--- config.mk ---
export PLATFORM = sky130hd
export DESIGN_NAME = imem_arbiter_flat
export DESIGN_NICKNAME = d
export VERILOG_FILES = /design/src/rtl/imem_arbiter_if.sv /design/src/rtl/imem_arbiter.sv /design/src/flat_wrapper.sv
export SDC_FILE = /design/constraint.sdc
export NUM_CORES = 1
export LEC_CHECK = 0
export ABC_CLOCK_PERIOD_IN_PS = 5640
export BUFFER_PORTS_ARGS = -buffer_cell sky130_fd_sc_hd__buf_2
export CORE_ASPECT_RATIO = 1.75
export CORE_MARGIN = 8
export CORE_UTILIZATION = 25
export DETAILED_ROUTE_END_ITERATION = 12
export PLACE_DENSITY = 0.65
export SETUP_SLACK_MARGIN = 0.1
export SYNTH_ARGS = -nofsm -noshare
export SYNTH_HDL_FRONTEND = slang
export SYNTH_SLANG_ARGS = --single-unit
export TNS_END_PERCENT = 100
--- constraint.sdc ---
create_clock -name clk -period 5.64 [get_ports clk]
set_input_delay 0.564 -clock clk [delete_from_list [all_inputs] [get_ports clk]]
set_output_delay 0.564 -clock clk [all_outputs]
set_load 0.01 [all_outputs]
--- src/rtl/imem_arbiter_if.sv ---
`default_nettype none
// ============================================================================
// Module      : imem_arbiter_if
// Description : Requester and memory-side bus bundle for imem_arbiter.
//               slave  = arbiter view, master = environment view.
// Revision    : 1.0 - initial release
// ============================================================================
interface imem_arbiter_if #(
  parameter int IDX_W = 6
);
  // port 0: instruction fetch (read-only)
  logic             req0;
  logic [31:0]      addr0;
  logic             gnt0;
  logic             rvalid0;
  logic [31:0]      rdata0;
  logic             err0;
  // port 1: data / loader (read-write)
  logic             req1;
  logic             we1;
  logic [3:0]       be1;
  logic [31:0]      addr1;
  logic [31:0]      wdata1;
  logic             gnt1;
  logic             rvalid1;
  logic [31:0]      rdata1;
  logic             err1;
  // memory side
  logic             mem_en;
  logic [3:0]       mem_we;
  logic [IDX_W-1:0] mem_addr;
  logic [31:0]      mem_wdata;
  logic [31:0]      mem_rdata;

  modport slave (
    input  req0, addr0, req1, we1, be1, addr1, wdata1, mem_rdata,
    output gnt0, rvalid0, rdata0, err0, gnt1, rvalid1, rdata1, err1,
           mem_en, mem_we, mem_addr, mem_wdata
  );

  modport master (
    output req0, addr0, req1, we1, be1, addr1, wdata1, mem_rdata,
    input  gnt0, rvalid0, rdata0, err0, gnt1, rvalid1, rdata1, err1,
           mem_en, mem_we, mem_addr, mem_wdata
  );
endinterface
`default_nettype wire

--- src/rtl/imem_arbiter.sv ---
`default_nettype none
// ============================================================================
// Module      : imem_arbiter
// Description : Two-port round-robin arbiter in front of a single-port,
//               synchronous-read, word-organised program memory. Port 0 is
//               instruction fetch, port 1 is data/loader. One access per
//               cycle, one-cycle response latency, address error checking.
// Revision    : 1.0 - initial release
// ============================================================================
module imem_arbiter #(
  parameter int DEPTH = 55,
  parameter int IDX_W = 6
) (
  input  logic              clk,
  input  logic              reset,
  imem_arbiter_if.slave     bus
);

  localparam logic [29:0] DEPTH_W = 30'(DEPTH);

  // arbitration state: index of the port granted most recently
  logic             last_grant;

  // response pipeline stage
  logic             resp_valid;
  logic             resp_port;
  logic             resp_write;
  logic             resp_err;

  // last issued command, kept on idle cycles so the memory bus stays quiet
  logic [IDX_W-1:0] addr_hold;
  logic [31:0]      wdata_hold;

  // combinational request path
  logic             gnt0_c;
  logic             gnt1_c;
  logic             any_gnt;
  logic [31:0]      sel_addr;
  logic             sel_write;
  logic             addr_err;
  logic [IDX_W-1:0] idx;
  logic             access_ok;

  // Grant, address decode and error check for the winning request
  always_comb begin
    gnt0_c    = 1'b0;
    gnt1_c    = 1'b0;
    any_gnt   = 1'b0;
    sel_addr  = 32'd0;
    sel_write = 1'b0;
    addr_err  = 1'b0;
    idx       = '0;
    access_ok = 1'b0;
    if (!reset) begin
      gnt0_c = bus.req0 & (~bus.req1 | last_grant);
      gnt1_c = bus.req1 & (~bus.req0 | ~last_grant);
    end
    any_gnt   = gnt0_c | gnt1_c;
    sel_addr  = gnt1_c ? bus.addr1 : bus.addr0;
    sel_write = gnt1_c & bus.we1;
    // misaligned or beyond the last word: never reaches the memory
    addr_err  = (sel_addr[1:0] != 2'b00) || (sel_addr[31:2] >= DEPTH_W);
    idx       = sel_addr[IDX_W+1:2];
    access_ok = any_gnt & ~addr_err;
  end

  // Grant outputs and memory command, all suppressed while in reset
  always_comb begin
    bus.gnt0      = gnt0_c;
    bus.gnt1      = gnt1_c;
    bus.mem_en    = access_ok;
    bus.mem_we    = (access_ok & sel_write) ? bus.be1 : 4'b0000;
    bus.mem_addr  = addr_hold;
    bus.mem_wdata = wdata_hold;
    if (reset) begin
      bus.mem_addr  = '0;
      bus.mem_wdata = 32'd0;
    end else if (any_gnt) begin
      bus.mem_addr  = idx;
      bus.mem_wdata = bus.wdata1;
    end
  end

  // Round-robin pointer; port 0 wins the first contention after reset
  always_ff @(posedge clk or posedge reset) begin
    if (reset) begin
      last_grant <= 1'b1;
    end else if (any_gnt) begin
      last_grant <= gnt1_c;
    end
  end

  // Hold the last issued index and write data across idle cycles
  always_ff @(posedge clk or posedge reset) begin
    if (reset) begin
      addr_hold  <= '0;
      wdata_hold <= 32'd0;
    end else if (any_gnt) begin
      addr_hold  <= idx;
      wdata_hold <= bus.wdata1;
    end
  end

  // Response stage: captures who was granted and how the access resolved
  always_ff @(posedge clk or posedge reset) begin
    if (reset) begin
      resp_valid <= 1'b0;
      resp_port  <= 1'b0;
      resp_write <= 1'b0;
      resp_err   <= 1'b0;
    end else begin
      resp_valid <= any_gnt;
      if (any_gnt) begin
        resp_port  <= gnt1_c;
        resp_write <= sel_write;
        resp_err   <= addr_err;
      end
    end
  end

  // Steer the response to its owner; data only for successful reads
  always_comb begin
    bus.rvalid0 = resp_valid & ~resp_port;
    bus.rvalid1 = resp_valid & resp_port;
    bus.err0    = bus.rvalid0 & resp_err;
    bus.err1    = bus.rvalid1 & resp_err;
    bus.rdata0  = 32'd0;
    bus.rdata1  = 32'd0;
    if (bus.rvalid0 && !resp_err && !resp_write) begin
      bus.rdata0 = bus.mem_rdata;
    end
    if (bus.rvalid1 && !resp_err && !resp_write) begin
      bus.rdata1 = bus.mem_rdata;
    end
  end

endmodule
`default_nettype wire

--- src/flat_wrapper.sv ---
// flat-port wrapper written by rule: the top's interface ports become plain ports
module imem_arbiter_flat 
#(
  parameter int DEPTH = 55,
  parameter int IDX_W = 6
)
  (clk, reset, bus_req0, bus_addr0, bus_req1, bus_we1, bus_be1, bus_addr1, bus_wdata1, bus_mem_rdata, bus_gnt0, bus_rvalid0, bus_rdata0, bus_err0, bus_gnt1, bus_rvalid1, bus_rdata1, bus_err1, bus_mem_en, bus_mem_we, bus_mem_addr, bus_mem_wdata);
  imem_arbiter_if #(.IDX_W(IDX_W)) bus_i ();
  input  logic clk;
  input  logic reset;
  input wire logic [$bits(bus_i.req0)-1:0] bus_req0;
  input wire logic [$bits(bus_i.addr0)-1:0] bus_addr0;
  input wire logic [$bits(bus_i.req1)-1:0] bus_req1;
  input wire logic [$bits(bus_i.we1)-1:0] bus_we1;
  input wire logic [$bits(bus_i.be1)-1:0] bus_be1;
  input wire logic [$bits(bus_i.addr1)-1:0] bus_addr1;
  input wire logic [$bits(bus_i.wdata1)-1:0] bus_wdata1;
  input wire logic [$bits(bus_i.mem_rdata)-1:0] bus_mem_rdata;
  output wire logic [$bits(bus_i.gnt0)-1:0] bus_gnt0;
  output wire logic [$bits(bus_i.rvalid0)-1:0] bus_rvalid0;
  output wire logic [$bits(bus_i.rdata0)-1:0] bus_rdata0;
  output wire logic [$bits(bus_i.err0)-1:0] bus_err0;
  output wire logic [$bits(bus_i.gnt1)-1:0] bus_gnt1;
  output wire logic [$bits(bus_i.rvalid1)-1:0] bus_rvalid1;
  output wire logic [$bits(bus_i.rdata1)-1:0] bus_rdata1;
  output wire logic [$bits(bus_i.err1)-1:0] bus_err1;
  output wire logic [$bits(bus_i.mem_en)-1:0] bus_mem_en;
  output wire logic [$bits(bus_i.mem_we)-1:0] bus_mem_we;
  output wire logic [$bits(bus_i.mem_addr)-1:0] bus_mem_addr;
  output wire logic [$bits(bus_i.mem_wdata)-1:0] bus_mem_wdata;
  assign bus_i.req0 = bus_req0;
  assign bus_i.addr0 = bus_addr0;
  assign bus_i.req1 = bus_req1;
  assign bus_i.we1 = bus_we1;
  assign bus_i.be1 = bus_be1;
  assign bus_i.addr1 = bus_addr1;
  assign bus_i.wdata1 = bus_wdata1;
  assign bus_i.mem_rdata = bus_mem_rdata;
  assign bus_gnt0 = bus_i.gnt0;
  assign bus_rvalid0 = bus_i.rvalid0;
  assign bus_rdata0 = bus_i.rdata0;
  assign bus_err0 = bus_i.err0;
  assign bus_gnt1 = bus_i.gnt1;
  assign bus_rvalid1 = bus_i.rvalid1;
  assign bus_rdata1 = bus_i.rdata1;
  assign bus_err1 = bus_i.err1;
  assign bus_mem_en = bus_i.mem_en;
  assign bus_mem_we = bus_i.mem_we;
  assign bus_mem_addr = bus_i.mem_addr;
  assign bus_mem_wdata = bus_i.mem_wdata;
  imem_arbiter #(.DEPTH(DEPTH), .IDX_W(IDX_W)) u_core (.clk(clk), .reset(reset), .bus(bus_i));
endmodule
# Word-level counts from Yosys, hierarchy flattened

Index checks and enable logic that the tools add are counted.

Register bits: 43
Output and inout bits: 113
Word-level logic and storage cells: 43

Magnitude comparators: 1
Multiplexer cells: 10
Bitwise operators: 17
Reductions and logical operators: 8

Operator list:

| operator                                                               | count |
|---|---|
| 32-bit 2-to-1 mux                                                      | 5 |
| 30-bit by 6-bit >= comparator with 1-bit output, second input constant | 1 |
| 6-bit 2-to-1 mux                                                       | 2 |
| 1-bit bitwise AND                                                      | 9 |
| 1-bit inverter                                                         | 5 |
| 1-bit logical AND                                                      | 4 |
| 4-bit 2-to-1 mux                                                       | 1 |
| 1-bit OR                                                               | 3 |
| 1-bit zero test                                                        | 2 |
| 1-bit 2-to-1 mux                                                       | 2 |
| 2-bit nonzero test                                                     | 1 |
| 1-bit logical OR                                                       | 1 |

# Logic depth before layout (Yosys ltp)

Gate-level depths: netlist (run 1).

Depth in word-level cells: 11
Depth in mapped cells: 7
Mapped depth without buffers: 6

# Worst setup path after synthesis (run 1)

Ideal clock, no wire load.

Kind: input to output
From: input reset
To: output bus_mem_addr[0]
Data arrival time: 2.393 ns
Data required time: 5.076 ns
Slack: 2.683 ns
Cell stages on the path: 3
Path through: clkinv_1 > clkbuf_1 > and2_1

Cells in the longest elaborated chain, start to end: 4

RTL lines:

| what                                                 | line                                   | text |
|---|---|---|
| from (decl)                                          | flat_wrapper.sv:10                     | `input logic reset;` |
| 1-bit 2-to-1 mux                                     | imem_arbiter.sv:54                     | `if (!reset) begin` |
| 32-bit 2-to-1 mux / 1-bit OR (equally long branches) | imem_arbiter.sv:59, imem_arbiter.sv:58 |  |
| 6-bit 2-to-1 mux                                     | -                                      |  |
| 6-bit 2-to-1 mux *                                   | imem_arbiter.sv:75                     | `if (reset) begin` |
| to (decl)                                            | flat_wrapper.sv:29                     | `output wire logic [$bits(bus_i.mem_addr)-1:0] bus_mem_addr;` |

Every way passes the cells marked *; elsewhere a longest branch is shown, timed or not.

# Worst setup path in the final report (run 1)

From: input bus_req0
To: output bus_mem_wdata[24]

Cells in the longest elaborated chain, start to end: 7

RTL lines:

| what                | line               | text |
|---|---|---|
| from (decl)         | flat_wrapper.sv:11 | `input wire logic [$bits(bus_i.req0)-1:0] bus_req0;` |
| 1-bit inverter      | imem_arbiter.sv:56 | `gnt1_c = bus.req1 & (~bus.req0 \| ~last_grant);` |
| 1-bit OR            | imem_arbiter.sv:56 |  |
| 1-bit bitwise AND   | imem_arbiter.sv:56 |  |
| 1-bit 2-to-1 mux    | imem_arbiter.sv:54 |  |
| 1-bit OR *          | imem_arbiter.sv:58 | `any_gnt = gnt0_c \| gnt1_c;` |
| 32-bit 2-to-1 mux * | -                  |  |
| 32-bit 2-to-1 mux * | imem_arbiter.sv:75 |  |
| to (decl)           | flat_wrapper.sv:30 | `output wire logic [$bits(bus_i.mem_wdata)-1:0] bus_mem_wdata;` |

Marked as above.

==> metrics, run 1 <==
status finished, final reports clean; pwr/cell area 201.2 mW/mm²; post-CTS setup buffers 0; # diodes 0; via count 3,113; Initial Utilization 0.2527; clk_lat worst skew 0.28 ns; Mapped Area 0.002656 mm²; P_leak 0.002534 µW; Setup TNS Final 0 ns; maxcap violations 0; CTS tree yes; area added between synthesis and finish 56.34%; Avg Cell Area, Syn 7.859 µm²; clk slew on worst S/H paths 0.06 ns; grt ovf 0; die area 0.01431 mm²; top cells by area, synth dfrtp_1, and2_1, nand2_1; Crit Reg-Reg Startpoint u_core.last_grant; Post-DRT Antenna Nets 0; post-synth top area share 0.3957; synthesized net count 475; data arrival time at the worst-slack endpoint 2.69 ns; drt initial violations 55; maximum VDD drop 0.0001981 V; clock root buffer clkbuf_16; clk_skew 0.002112 ns; WL final 11,320 µm; crit-path max FO 47; worst reg2reg path depth 4; Critical path origin bus_req0; worst hold margin 0.4656 ns; TritonCTS Buffers 5; Max Slew Vio Count 0; Avg WL per Cell 16.01 µm; Ys Warns 0; initial antenna violation count 0; pin count of the biggest net entering global routing 84; FMAX 307.5 MHz; first-pass GRT wire length 16,950 µm; Hold Crit Depth 2; Post-CTS Hold Fix Bufs 0; worst slew pin tran 1.270 ns; final hold vios 0; gpl congestion 0.8451; Die Width 93.92 µm; die height 152.4 µm; most frequent cells in the layout buf_2, nand2_1, and2_1; Final nets 714; core area 0.01051 mm²; # IOs 250; final setup violation count 0; Startpoint Class primary input; FP Rows 50; Tightest Hold Check Type reg -> reg; Port Buffer Count 249; Final Cycle Share 0.5766; Cells after Synth 338; relative slew slack 0.1494; synthesis-stage register bit count 43; min Tclk post-route 3.252 ns; DP Wirelength 9564 µm; Max Root-Sink Buffers 2; Via-to-Cell Ratio 4.403; H-tree Lvls 2; 1st-pass router iterations 4; CP Capture Type output pin; CTS resizes 0; commonest non-fill, non-tap cell in the layout buf_2; CP Data Required Time 5.08 ns; total track usage 0.1486; critical path class in -> out; layout cells sized above 1 0.4714; cell type with the largest total area after synthesis dfrtp_1; Clock Sinks 43; Distinct cells, synth 35; HP Start u_core.wdata_hold[10]; RSZ-0062 raised after global routing no; Seq/Total Area, Yosys 0.4056; vias in the first global route 3,244; DRC viols 0
[path summary, 6_finish.rpt]
check | end | slack [ns]
setup reg to reg | u_core.resp_err | 4.06
max in group asynchronous | u_core.resp_port | 4.56
hold reg to reg | u_core.wdata_hold[10] | 0.47
min in group asynchronous | u_core.wdata_hold[9] | 0.57
hold / removal | u_core.wdata_hold[10] | 0.47
setup / recovery | bus_mem_wdata[24] | 2.39
[power by group]
part | switching [µW] | leakage [µW] | internal [µW]
registers | 12.9 | 0.000523 | 346
clock network | 112 | 0.0000727 | 173
logic | 104 | 0.00194 | 87.3
total | 230 | 0.00253 | 606
[flip-flops by register name, summed over array words and instances, names as in the netlist]
name and cells:
u_core.wdata_hold 32, u_core.addr_hold 6, u_core.last_grant 1, u_core.resp_err 1, u_core.resp_port 1, u_core.resp_write 1
u_core.resp_valid 1
[critical path: stages]
cell and delay (ns):
buf_2 0.14, o21ai_4 0.87, inv_2 0.53, nand2_1 0.19, nand2_1 0.09, and2_1 0.15
buf_2 0.13
[kinds of logic after synthesis]
family                 Yosys count  synth area share
AND/OR/NAND/NOR                243            0.4809
flip-flops                      43            0.4056
buffers and inverters           28           0.04569
AO/OA/AOI/OAI                   18           0.04522
multiplexers                     6           0.02261
[routing by layer]
metal | global-route usage | part of all wire | up-vias
li1 | - | - | 1543
met1 | 0.1593 | 0.37 | 1370
met2 | 0.2477 | 0.46 | 185
met3 | 0.06956 | 0.15 | 15
met4 | 0.04791 | 0.019 | 0
met5 | 0 | 0 | -
[metrics by stage]
| step | std cells | area, µm² | utilization | setup WS (ns) | total power (µW) |
|---|---|---|---|---|---|
| 2_1_floorplan | 338 | 2656 | - | 2.683 | 458.9 |
| 3_3_place_gp | 700 | 4009 | 0.3814 | 2.375 | 554.0 |
| 3_5_place_dp | 700 | 4009 | 0.3814 | 2.345 | 558.8 |
| 4_1_cts | 707 | 4153 | 0.3951 | 2.331 | 848.5 |
| 5_1_grt | 707 | 4153 | 0.3951 | 2.109 | 885.4 |
| 6_report | 707 | 4153 | 0.3951 | 2.388 | 835.7 |
[cells in the mapped netlist, drive strengths merged]
cell type,count
a21o,1
o21a,1
a21oi,2
and2b,1
nand3,1
dfstp,1
dfrtp,42
buf,6
nor2b,1
inv,8
or4,1
nand2,107
a211oi,1
clkinv,1
nor4,12
nor3b,2
nand4,2
nor2,8
a22o,1
o21ai,7
a31oi,3
nand3b,1
nor3,1
and3,1
and2,105
mux2i,6
clkbuf,13
o211ai,1
o21bai,1
[area by class of cell]
type	instances	area, µm²
clock inverter	1	5.005
tap	130	162.7
multi-input combinational	267	1474
inverter	9	33.78
fill	1126	6357
clock buffer	6	138.9
sequential	43	1077
timing repair buffer	251	1261
Note: power is estimated with default switching activity, not from simulation.
==> run 2, diff against run 1 <==
Settings changed: ABC_CLOCK_PERIOD_IN_PS 5640 to 3200.
Clock period 5.64 ns to 3.2 ns, I/O delays scaled along.
==> metrics, run 2 (same netlist as run 1, synthesis figures left out) <==
area added between synthesis and finish 57.42%; worst setup margin 0.5484 ns (-1.840 ns); worst slew pin tran 0.5434 ns (-0.7269 ns); max reg flops 32 (unchanged); FP Rows 50 (unchanged); critical-path cell list dlygate4sd3_1, buf_2, inv_2, buf_4, o211ai_2, nor4_4, o21bai_2, nor2_1, buf_2; min Tclk post-route 2.652 ns; pwr/cell area 348.4 mW/mm² (+73%); pin count of the biggest net entering global routing 53 (-37%); clk slew on worst S/H paths 0.06 ns (about the same); Port Buffer Count 249 (unchanged); Tightest Hold Check Type in -> reg; Final Cycle Share 0.8286; clock root buffer clkbuf_16; grt ovf 0 (unchanged); core area 0.01051 mm² (unchanged); die height 152.4 µm (unchanged); flop-to-flop setup slack 1.78 ns (-2.28 ns); CP Capture Type output pin; Max Root-Sink Buffers 2 (unchanged); CP Data Required Time 2.88 ns (-2.20 ns); Die Width 93.92 µm (unchanged); Hold Crit Depth 3 (+1); FMAX 377.1 MHz; crit-path max FO 28 (-40%); Via-to-Cell Ratio 4.438 (+0.78%); Worst path max stage delay 0.54 ns (-0.33 ns); initial antenna violation count 2 (+2); WL final 11,210 µm (-0.97%); Avg WL per Cell 15.72 µm (-1.8%); status finished, final reports clean; TritonCTS Buffers 5 (unchanged); H-tree Lvls 2 (unchanged); maxcap violations 0 (unchanged); drt initial violations 49 (-11%); Clock Sinks 43 (unchanged); # fillers 1,119 (-0.62%); maximum VDD drop 0.0003973 V (+100%); via count 3,164 (+1.6%); final hold vios 0 (unchanged); CTS tree yes; # IOs 250 (unchanged); relative slew slack 0.6372 (+0.4878); clk_lat worst skew 0.28 ns (about the same); data arrival time at the worst-slack endpoint 2.33 ns (-0.36 ns); Initial Utilization 0.2527 (unchanged); cell mode on critical path buf_2; Max Slew Vio Count 0 (unchanged); first-pass GRT wire length 17,150 µm (+1.2%); WHS Endpoint u_core.wdata_hold[3]; fin util 0.3979 (+0.002738); HP Start bus_wdata1[3]; total track usage 0.1512 (+0.002607); register area 0.001077 mm² (unchanged); Largest regs u_core.wdata_hold x32, u_core.addr_hold x6; Multi-input gate area 0.001474 mm² (unchanged); Worst R2R End u_core.resp_err; Setup TNS Final 0 ns (unchanged); die area 0.01431 mm² (unchanged); CP max stage cell dlygate4sd3_1; commonest non-fill, non-tap cell in the layout buf_2; P_leak 0.002548 µW (+0.56%); critical path class in -> out; DRC viols 0 (unchanged); worst hold margin 0.2427 ns (-0.2229 ns); DP Wirelength 9585 µm (+0.21%); RSZ-0062 raised after global routing no; worst reg2reg path depth 5 (+1); Final nets 718 (+0.56%); Startpoint Class primary input; vias in the first global route 3,354 (+3.4%); Largest Register u_core.wdata_hold; gpl congestion 0.9008 (+6.6%); pre-CTS setup slack 1.080 ns (-1.265 ns); Crit Reg-Reg Startpoint u_core.last_grant; Post-DRT Antenna Nets 0 (unchanged); layout cells sized above 1 0.4708 (-0.0006134); most frequent cells in the layout buf_2, nand2_1, and2_1; clk_skew 0.002613 ns (+0.0005005 ns); 1st-pass router iterations 4 (unchanged); final setup violation count 0 (unchanged)
==> run 2: changes by cell type in the layout (fill, tap and decap cells not counted), sizes merged <==
cell	change
diode	+1
buf	+3
clkbuf	+1
dlygate4sd3	+1
==> run 2: cell type report <==
class / count / area share
Antenna cell: 1 / 0.0005984
Clock buffer: 7 / 0.03172
Clock inverter: 1 / 0.001197
Inverter: 9 / 0.008079
Multi-Input combinational cell: 267 / 0.3525
Sequential cell: 43 / 0.2576
Tap cell: 130 / 0.03890
Timing Repair Buffer: 255 / 0.3094
==> run 2: layer usage <==
metal / vias up / GRT usage / share of wire
li1: 1552 / - / -
met1: 1406 / 0.1451 / 0.35
met2: 187 / 0.2558 / 0.46
met3: 17 / 0.09521 / 0.17
met4: 2 / 0.04639 / 0.018
met5: - / 0 / 0.0012
==> run 2: where the power goes <==
part / total, µW / internal, µW / switching [µW] / leakage (µW)
combinational: 338 / 156 / 181 / 0.00196
sequential: 633 / 610 / 23.2 / 0.000523
clock: 486 / 288 / 198 / 0.0000679
total: 1460 / 1050 / 402 / 0.00255
==> run 2: per-stage QoR <==
step	cell area (µm²)	power (µW)	cells
after floorplan	2656	808.8	338
after global placement	4031	976.7	703
after detailed placement	4031	984.8	703
after CTS	4179	1484	712
after global routing	4182	1551	713
final	4182	1457	713
==> run 2: critical path: cells and delay by family <==
kind / cells / cell delay, ns
buffers and inverters: 5 / 1.23
AND/OR/NAND/NOR: 2 / 0.44
AO/OA/AOI/OAI: 2 / 0.33
==> run 2: worst max path at each step <==
stage,startpoint,cells past startpoint,endpoint,slack (ns)
after floorplan,reset,3,bus_mem_addr[0],0.73
after global placement,reset,8,bus_mem_we[1],1.15
after detailed placement,reset,8,bus_mem_we[0],1.08
after CTS,reset,9,bus_mem_we[0],0.52
after global routing,reset,9,bus_mem_we[2],0.35
final,reset,9,bus_mem_we[0],0.55
==> run 2: timing repair <==
item,4_1_cts,5_1_grt
buffers inserted,0,0
hold endpoints to repair,2,0
gates resized for setup,0,0
hold buffers,1,0
==> run 3, diff against run 2 <==
Settings changed: ABC_CLOCK_PERIOD_IN_PS 3200 to 2500.
Clock period 3.2 ns to 2.5 ns, I/O delays scaled along.
==> metrics, run 3 (same netlist as run 1, synthesis figures left out) <==
FMAX 439.6 MHz; relative slew slack 0.7735 (+0.1363); min Tclk post-route 2.275 ns; worst slew pin tran 0.3366 ns (-0.2068 ns); clock root buffer clkbuf_16; core area 0.01051 mm² (unchanged); maxcap violations 0 (unchanged); most frequent cells in the layout buf_2, nand2_1, and2_1; data arrival time at the worst-slack endpoint 2.02 ns (-0.31 ns); area added between synthesis and finish 59.35%; # IOs 250 (unchanged); P_leak 0.002569 µW (+0.80%); via count 3,190 (+0.82%); WL final 11,600 µm (+3.5%); Cells after DPL 703 (unchanged); flop-to-flop setup slack 0.97 ns (-0.81 ns); commonest non-fill, non-tap cell in the layout buf_2; CP Capture Type output pin; drt initial violations 88 (+80%); clk_skew 0.0003390 ns (-0.002274 ns); initial antenna violation count 3 (+1); gpl congestion 0.8863 (-1.6%); H-tree Lvls 2 (unchanged); Max Root-Sink Buffers 2 (unchanged); CP Data Required Time 2.25 ns (-0.63 ns); Startpoint Class primary input; DRC viols 0 (unchanged); final hold vios 0 (unchanged); Die Width 93.92 µm (unchanged); total track usage 0.1552 (+0.004044); final setup violation count 0 (unchanged); grt ovf 0 (unchanged); Final Cycle Share 0.9100; Post-DRT Antenna Nets 0 (unchanged); max reg flops 32 (unchanged); layout cells sized above 1 0.4743 (+0.003525); vias in the first global route 3,311 (-1.3%); Largest Register u_core.wdata_hold; Via-to-Cell Ratio 4.455 (+0.40%); maximum VDD drop 0.0004888 V (+23%); critical-path cell list dlygate4sd3_1, buf_2, and2b_1, and2_4, mux2i_1, o21ai_1, and2_1, buf_2; cell mode on critical path buf_2; status finished, final reports clean; critical path class in -> out; Cell Count, Final, Fillers Out 716 (+0.42%); Avg WL per Cell 16.21 µm (+3.1%); Power Total 1919 µW (+32%); RSZ-0062 raised after global routing no; CTS tree yes; pre-CTS setup slack 0.6610 ns (-0.4191 ns); Worst path max stage delay 0.54 ns (about the same); pin count of the biggest net entering global routing 79 (+49%); die height 152.4 µm (unchanged); Clock Sinks 43 (unchanged); Max Slew Vio Count 0 (unchanged); worst setup margin 0.2251 ns (-0.3233 ns); die area 0.01431 mm² (unchanged); Final nets 720 (+0.28%); Tightest Hold Check Type in -> reg; Port Buffer Count 249 (unchanged); pwr/cell area 453.3 mW/mm² (+30%); CP max stage cell dlygate4sd3_1; FP Rows 50 (unchanged); TritonCTS Buffers 5 (unchanged); first-pass GRT wire length 17,640 µm (+2.8%); Setup TNS Final 0 ns (unchanged); 1st-pass router iterations 6 (+2); Largest regs u_core.wdata_hold x32, u_core.addr_hold x6; clk_lat worst skew 0.28 ns (about the same); Initial Utilization 0.2527 (unchanged); clk slew on worst S/H paths 0.06 ns (about the same); crit-path max FO 5 (-82%); DP Wirelength 9618 µm (+0.35%)
==> run 3: cell types whose count changed in the layout (fill, tap and decap cells not counted), sizes merged <==
cell / before / now
and2: 105 / 106
buf: 254 / 255
diode: 1 / 2
==> run 3: per-layer routing <==
layer | routed length [µm] | global-route usage | up-vias | share of wire
met5 | 8 | 0 | - | 0.00069
met4 | 195 | 0.05095 | 2 | 0.017
met3 | 1786 | 0.08239 | 14 | 0.15
met2 | 5559 | 0.2675 | 178 | 0.48
met1 | 4055 | 0.1526 | 1438 | 0.35
li1 | - | - | 1558 | -
==> run 3: through the flow <==
step	hold slack [ns]	util	cell area, µm²
2_1_floorplan	0.3122	-	2656
3_3_place_gp	0.1788	0.3848	4044
3_5_place_dp	0.1807	0.3848	4044
4_1_cts	0.1631	0.3998	4202
5_1_grt	0.1791	0.4027	4233
6_report	0.1706	0.4027	4233
==> run 3: layout make-up <==
cell class / instances / area, µm²
flip-flops and latches: 43 / 1077
inverters: 9 / 36.28
multi-input cells: 268 / 1490
fillers: 1109 / 6277
diodes: 2 / 5.005
well taps: 130 / 162.7
repair buffers: 256 / 1314
clock buffers: 7 / 142.6
clock inverters: 1 / 5.005
==> run 3: worst paths after layout <==
path                                          to                   from  cells after the start
max                              bus_mem_addr[5]                  reset                      8
min                         u_core.wdata_hold[5]          bus_wdata1[5]                      3
max reg2reg                      u_core.resp_err      u_core.last_grant                      5
min reg2reg                u_core.wdata_hold[26]  u_core.wdata_hold[26]                      2
max in group asynchronous   u_core.wdata_hold[0]                  reset                      4
min in group asynchronous      u_core.resp_write                  reset                      3
==> run 3: power by group <==
part | switching [µW] | leakage (µW) | internal, µW
Clock | 267 | 0.0000739 | 396
Sequential | 30.9 | 0.000523 | 780
Combinational | 238 | 0.00197 | 206
Total | 536 | 0.00257 | 1380
==> run 3: worst max-delay path: cells and delay by family <==
family | cells | cell delay (ns)
muxes | 1 | 0.20
AOI/OAI and AO/OA | 1 | 0.09
buffers and inverters | 3 | 0.81
and+or+nand+nor | 3 | 0.67
==> run 3: what timing repair did <==
item | in CTS | in global routing
setup buffers | 0 | 1
hold buffers | 1 | 0
resized for setup | 0 | 3
hold endpoints to repair | 3 | 0
setup endpoints to repair | 0 | 40
